`src/rtl/mem_access_unit.sv`:
```
// mem_access_unit: single-request initiator for a 512x16 synchronous data memory
//
// Optional feature macro: MAU_PERF_CNT_EN (adds saturating rd_cnt / wr_cnt outputs)
//
// Ports
//   clk       in   system clock, rising edge
//   rst_b     in   asynchronous reset, active-low
//   req       in   request, sampled only while ready=1
//   wr        in   1=write, 0=read, qualified by req
//   addr      in   word address, sampled at the accept edge
//   wdata     in   write data, sampled at the accept edge
//   ready     out  combinational, high only in IDLE
//   rdata     out  last completed read value
//   rvalid    out  one-cycle pulse when rdata is updated
//   done      out  one-cycle pulse when any read or write completes
//   rd_cnt    out  (MAU_PERF_CNT_EN) saturating count of completed reads
//   wr_cnt    out  (MAU_PERF_CNT_EN) saturating count of completed writes
//   mem_we    out  memory write enable, registered
//   mem_addr  out  memory address, registered
//   mem_din   out  memory write data, registered
//   mem_dout  in   memory read data, registered inside the memory
module mem_access_unit #(
    parameter int AW = 9,
    parameter int DW = 16
) (
    input  logic          clk,
    input  logic          rst_b,
    input  logic          req,
    input  logic          wr,
    input  logic [AW-1:0] addr,
    input  logic [DW-1:0] wdata,
    output logic          ready,
    output logic [DW-1:0] rdata,
    output logic          rvalid,
    output logic          done,
`ifdef MAU_PERF_CNT_EN
    output logic [15:0]   rd_cnt,
    output logic [15:0]   wr_cnt,
`endif
    output logic          mem_we,
    output logic [AW-1:0] mem_addr,
    output logic [DW-1:0] mem_din,
    input  logic [DW-1:0] mem_dout
);

    localparam logic [1:0] IDLE     = 2'd0;
    localparam logic [1:0] WR       = 2'd1;
    localparam logic [1:0] RD_ISSUE = 2'd2;
    localparam logic [1:0] RD_CAP   = 2'd3;

    logic [1:0] state;
    logic [1:0] state_nxt;

    assign ready = (state == IDLE);

    always_comb begin
        state_nxt = IDLE;
        case (state)
            IDLE:     state_nxt = req ? (wr ? WR : RD_ISSUE) : IDLE;
            RD_ISSUE: state_nxt = RD_CAP;
            default:  state_nxt = IDLE;
        endcase
    end

    // mem_we, rvalid and done default low every cycle, so each is a single-cycle
    // pulse; mem_we can only rise from IDLE, which keeps it from ever being high
    // in two consecutive cycles.
    always_ff @(posedge clk or negedge rst_b) begin
        if (!rst_b) begin
            state    <= IDLE;
            rdata    <= '0;
            rvalid   <= 1'b0;
            done     <= 1'b0;
            mem_we   <= 1'b0;
            mem_addr <= '0;
            mem_din  <= '0;
        end else begin
            state  <= state_nxt;
            rvalid <= 1'b0;
            done   <= 1'b0;
            mem_we <= 1'b0;
            case (state)
                IDLE: if (req) begin
                    mem_addr <= addr;
                    if (wr) begin
                        mem_we  <= 1'b1;
                        mem_din <= wdata;
                    end
                end
                WR: done <= 1'b1;
                RD_CAP: begin
                    // memory registered dout during RD_ISSUE; capture it now
                    rdata  <= mem_dout;
                    rvalid <= 1'b1;
                    done   <= 1'b1;
                end
                default: ;
            endcase
        end
    end

`ifdef MAU_PERF_CNT_EN
    always_ff @(posedge clk or negedge rst_b) begin
        if (!rst_b) begin
            rd_cnt <= '0;
            wr_cnt <= '0;
        end else begin
            if (state == RD_CAP && rd_cnt != 16'hFFFF) rd_cnt <= rd_cnt + 16'd1;
            if (state == WR && wr_cnt != 16'hFFFF) wr_cnt <= wr_cnt + 16'd1;
        end
    end
`endif

endmodule
```
`config.mk`:
```
export PLATFORM = sky130hd
export DESIGN_NAME = mem_access_unit
export DESIGN_NICKNAME = d
export VERILOG_FILES = /design/src/rtl/mem_access_unit.sv
export SDC_FILE = /design/constraint.sdc
export NUM_CORES = 1
export LEC_CHECK = 0
export ABC_AREA = 1
export CAP_MARGIN = 15
export CORE_MARGIN = 2
export CORE_UTILIZATION = 42
export DETAILED_ROUTE_END_ITERATION = 6
export PLACE_DENSITY = 0.89
export REMOVE_ABC_BUFFERS = 1
export SETUP_SLACK_MARGIN = 0.5
export SLEW_MARGIN = 15
export SYNTH_ARGS = -nofsm -noshare
export SYNTH_HDL_FRONTEND = slang
export SYNTH_SLANG_ARGS = --single-unit
```
`constraint.sdc`:
```
create_clock -name clk -period 1.7 [get_ports clk]
set_input_delay 0.425 -clock clk [delete_from_list [all_inputs] [get_ports clk]]
set_output_delay 0.425 -clock clk [all_outputs]
set_load 0.02 [all_outputs]
```
; ---- Word-level counts from Yosys, hierarchy flattened
; Cells that the tools add are included.
[totals]
register_bits = 46
in_bits = 45
[op_classes]
n_eq_ne = 3
muxes = 8
n_reduce_logical = 4
[ops]
columns = operator, count
row1 = 1-bit two-way mux, 5
row2 = 2-bit equality test (second input constant), 2
row3 = 2-bit two-way mux, 2
row4 = 2-bit one-hot mux with 2 select lines, 1
row5 = 3-bit AND reduction, 1
row6 = 2-bit by 1-bit equality test with 1-bit output (second input constant), 1
row7 = 2-bit logical NOT, 1
row8 = 2-bit AND reduction, 1
row9 = 2-bit OR reduction, 1

; ---- Depth between registers and ports, before layout
[logic_depth]
ltp_word = 3
ltp_mapped = 6

; ---- Least setup slack after synthesis
; Ideal clock, no wire load.
[synth_timing]
kind = reg2out
start = register state[0]
end = output ready
t_arrival_ps = 882
required_ps = 1275
setup_slack_ps = 393
path_stages_with_launch = 3
n_path_buf = 1
path_cell_list = dfrtp_1 > nor2_4 > buf_4
[synth_between]
elab_chain_cells = 1
[synth_lines]
columns = item, line_no
row1 = start: declaration, 51  ; logic [1:0] state;
row2 = start signal: assignment, 78  ; state <= state_nxt;
row3 = 2-bit logical NOT, 54  ; assign ready = (state == IDLE);
row4 = end: declaration, 32  ; output logic ready,
; Every way passes these cells.

; ---- Worst setup path after layout
; Ends and elaborated chain as after synthesis.

==> impl_metrics.csv <==
group,metric,value,unit
sta,setup_slack,0.3274,ns
synth,yosysWarnings,0,
routing,routed-wl-met2,2.425,mm
die,core_area,4029,um2
synth,synth_top_area_cell,"dfrtp_1",
power,p_int,3.629,mW
routing,wl_met1,1.892,mm
routing,highest_layer,"met4",
die,die-area,4751,um2
clock_network,htree_levels,2,
sta,setup_tns,0,ns
global_route,grt_pass1_vias,1501,
placement,place_congestion,0.7562,
critical_path,critPathCaptureType,"output pin",
final_layout,diodes,0,
routing,first_iter_violations,75,
global_route,antenna_found_initial,0,
die,ios,90,
routing,postRouteWirelength,4.798,mm
status,status,"finished, final reports clean",
placement,dpl.hpwl,3.230,mm
clock_network,clk_pin_slew,0.08,ns
die,die_h,68.93,um
sta,tightest_slew,0.2932,ns
power,p_switching,2.267,mW
final_layout,fin_nets,350,
final_layout,nFillCells,277,
critical_path,start_kind,"flip-flop",
synth,avgSynthCellArea,9.318,um2
power,p_leak,1.612,nW
synth,ys.flop_type,"dfrtp_1",
synth,synth_cells,190,
placement,place_ws,0.1198,ns
min_path,hold_path_class,"reg -> reg",
power,p_seq_share,33.7,%
synth,yosysMostFrequentCell,"nand2_1",
sta,slew_violations,0,
critical_path,crit_type,"reg -> out",
sta,fin_crit_sh,80.74,%
sta,finalSetupViolCount,0,
die,num_rows,23,
clock_network,cts_tree,"yes",
synth,ys_top_cells_by_count,"nand2_1 (100), dfrtp_1 (46), nand3_1 (25)",
final_layout,fin_util,75.59,%
power,power_frac_clock,13.7,%
sta,rsz0062_at_grt,"yes",
die,initial_core_util,43.94,%
global_route,overflow,0,
global_route,track_usage,18.87,%
power,vdd_ir_drop_max,1.526,mV
routing,num_vias,1681,
routing,drc,0,
synth,synth_top_area_share,65.02,%
synth,ys_seq_area_share,65.02,%
critical_path,worstPathRequired,1.27,ns
die,die_width,68.93,um
sta,fmax,728.5,MHz
final_layout,seq_area,1151,um2
synth,ys_types,14,
clock_network,cts.sinks,46,
sta,hold_viol,0,
sta,finalCriticalPeriod,1.373,ns
routing,wl_met3,361,um
sta,finClkSkew,0.004569,ns
synth,synth-seq-cells,46,
routing,drtAntennaViolNets,0,
critical_path,worstPathArrival,0.95,ns
power,cellPowerDensity,1936,nW/um2
run,drv_cap,0,
synth,synthTopCellsByArea,"dfrtp_1 (65%), nand2_1 (21%), nand3_1 (7.1%)",
routing,viasPerCell,4.735,
synth,ys_async_sr_fraction,100.0,%
final_layout,multi_input_area,550.5,um2
power,power.total,5.896,mW
sta,maxSlewHeadroom,80.45,%
routing,dr.pass1.iters,4,
clock_network,cts_max_path_buffers,2,
power,p_sw_share,38.45,%
power,p_comb_share,52.6,%
placement,io_buffers,89,
global_route,grt_max_degree,28,
critical_path,worstPathMaxFanout,2,
routing,wl_per_cell,13.52,um
synth,synth_edf_count,0,
global_route,grt_pass1_wl,6.479,mm
clock_network,clockRootBuffer,"clkbuf_8",
final_layout,syn_to_final_growth,72.01,%
final_layout,drive_gt1_share,27.54,%
synth,syn_area,1770,um2
clock_network,cts_buffers,5,
clock_network,clk_latency,0.29,ns
[metrics by stage]
stage | instance area (um2) | hold slack [ns] | std cells
floorplan | 1715 | 0.1294 | 182
global route | 3045 | 0.5242 | 355
detailed placement | 2724 | 0.3015 | 329
global placement | 2724 | 0.3017 | 329
CTS | 2970 | 0.5001 | 346
finish | 3045 | 0.5028 | 355
[per-layer routing]
layer  vias to the layer above  global-route usage [%]
met5                         -                       0
met4                         0                   8.088
met3                        11                   4.545
met2                        70                   32.57
met1                       783                   22.39
li1                        817                       -
[logic make-up after synthesis]
kind of cell    after synthesis  synth area share [%]
compound gates                2                0.5654
flops                        46                 65.02
simple gates                129                 30.25
buf+inv                      13                 4.169
[registers in the layout, summed over array words and instances, names as in the netlist]
signal / cells
mem_din: 16
rdata: 16
mem_addr: 9
state: 2
done: 1
mem_we: 1
rvalid: 1
[power by group through the flow]
stage / Combinational, mW / Clock [mW] / Sequential, mW
after floorplan: 0.657 / 0 / 2.50
after global placement: 2.62 / 0 / 1.88
after detailed placement: 2.69 / 0 / 1.89
after CTS: 2.94 / 0.823 / 1.97
after global routing: 3.34 / 0.874 / 2.03
final: 3.10 / 0.807 / 1.99
[critical path, stage by stage, from the launching register on]
cell and delay, ns:
dfrtp_1 0.41, nor2_4 0.13, buf_6 0.12
[layout by cell type, fill, tap and decap left out, types with 2 or more instances in the layout]
cell | netlist | final
nand2_1 | 100 | 100
clkdlybuf4s50_1 | 0 | 43
nand2_4 | 1 | 2
buf_6 | 2 | 45
nand3_1 | 25 | 25
clkbuf_8 | 0 | 6
dfrtp_1 | 46 | 46
inv_1 | 3 | 3
buf_4 | 2 | 26
a21oi_1 | 2 | 2
[area by class of cell]
class	count	area share, %
Clock buffer	6	2.712
Inverter	5	0.6984
Clock inverter	1	0.9860
Multi-Input combinational cell	131	18.08
Sequential cell	46	37.80
Tap cell	50	2.054
Timing Repair Buffer	116	37.67
[repair_timing]
| item | 4_1_cts | 5_1_grt |
|---|---|---|
| endpoints found under the hold margin | 9 | 0 |
| hold buffers | 1 | 0 |
| gates resized for setup | 270 | 3 |
| setup buffers | 9 | 9 |
| endpoints found under the setup margin | 70 | 85 |
[path summary, 6_finish.rpt]
check	start	end	slack, ns	cells after the start
worst min-delay path	mem_din[14]	mem_din[14]	0.50	2
worst max register to register	state[0]	mem_din[6]	0.40	5
worst max-delay path	state[0]	ready	0.33	2
worst min register to register	mem_din[14]	mem_din[14]	0.50	2
max in group asynchronous	rst_b	mem_din[8]	0.64	3
min in group asynchronous	rst_b	mem_addr[4]	0.55	2
(Power assumes the default switching activity.)
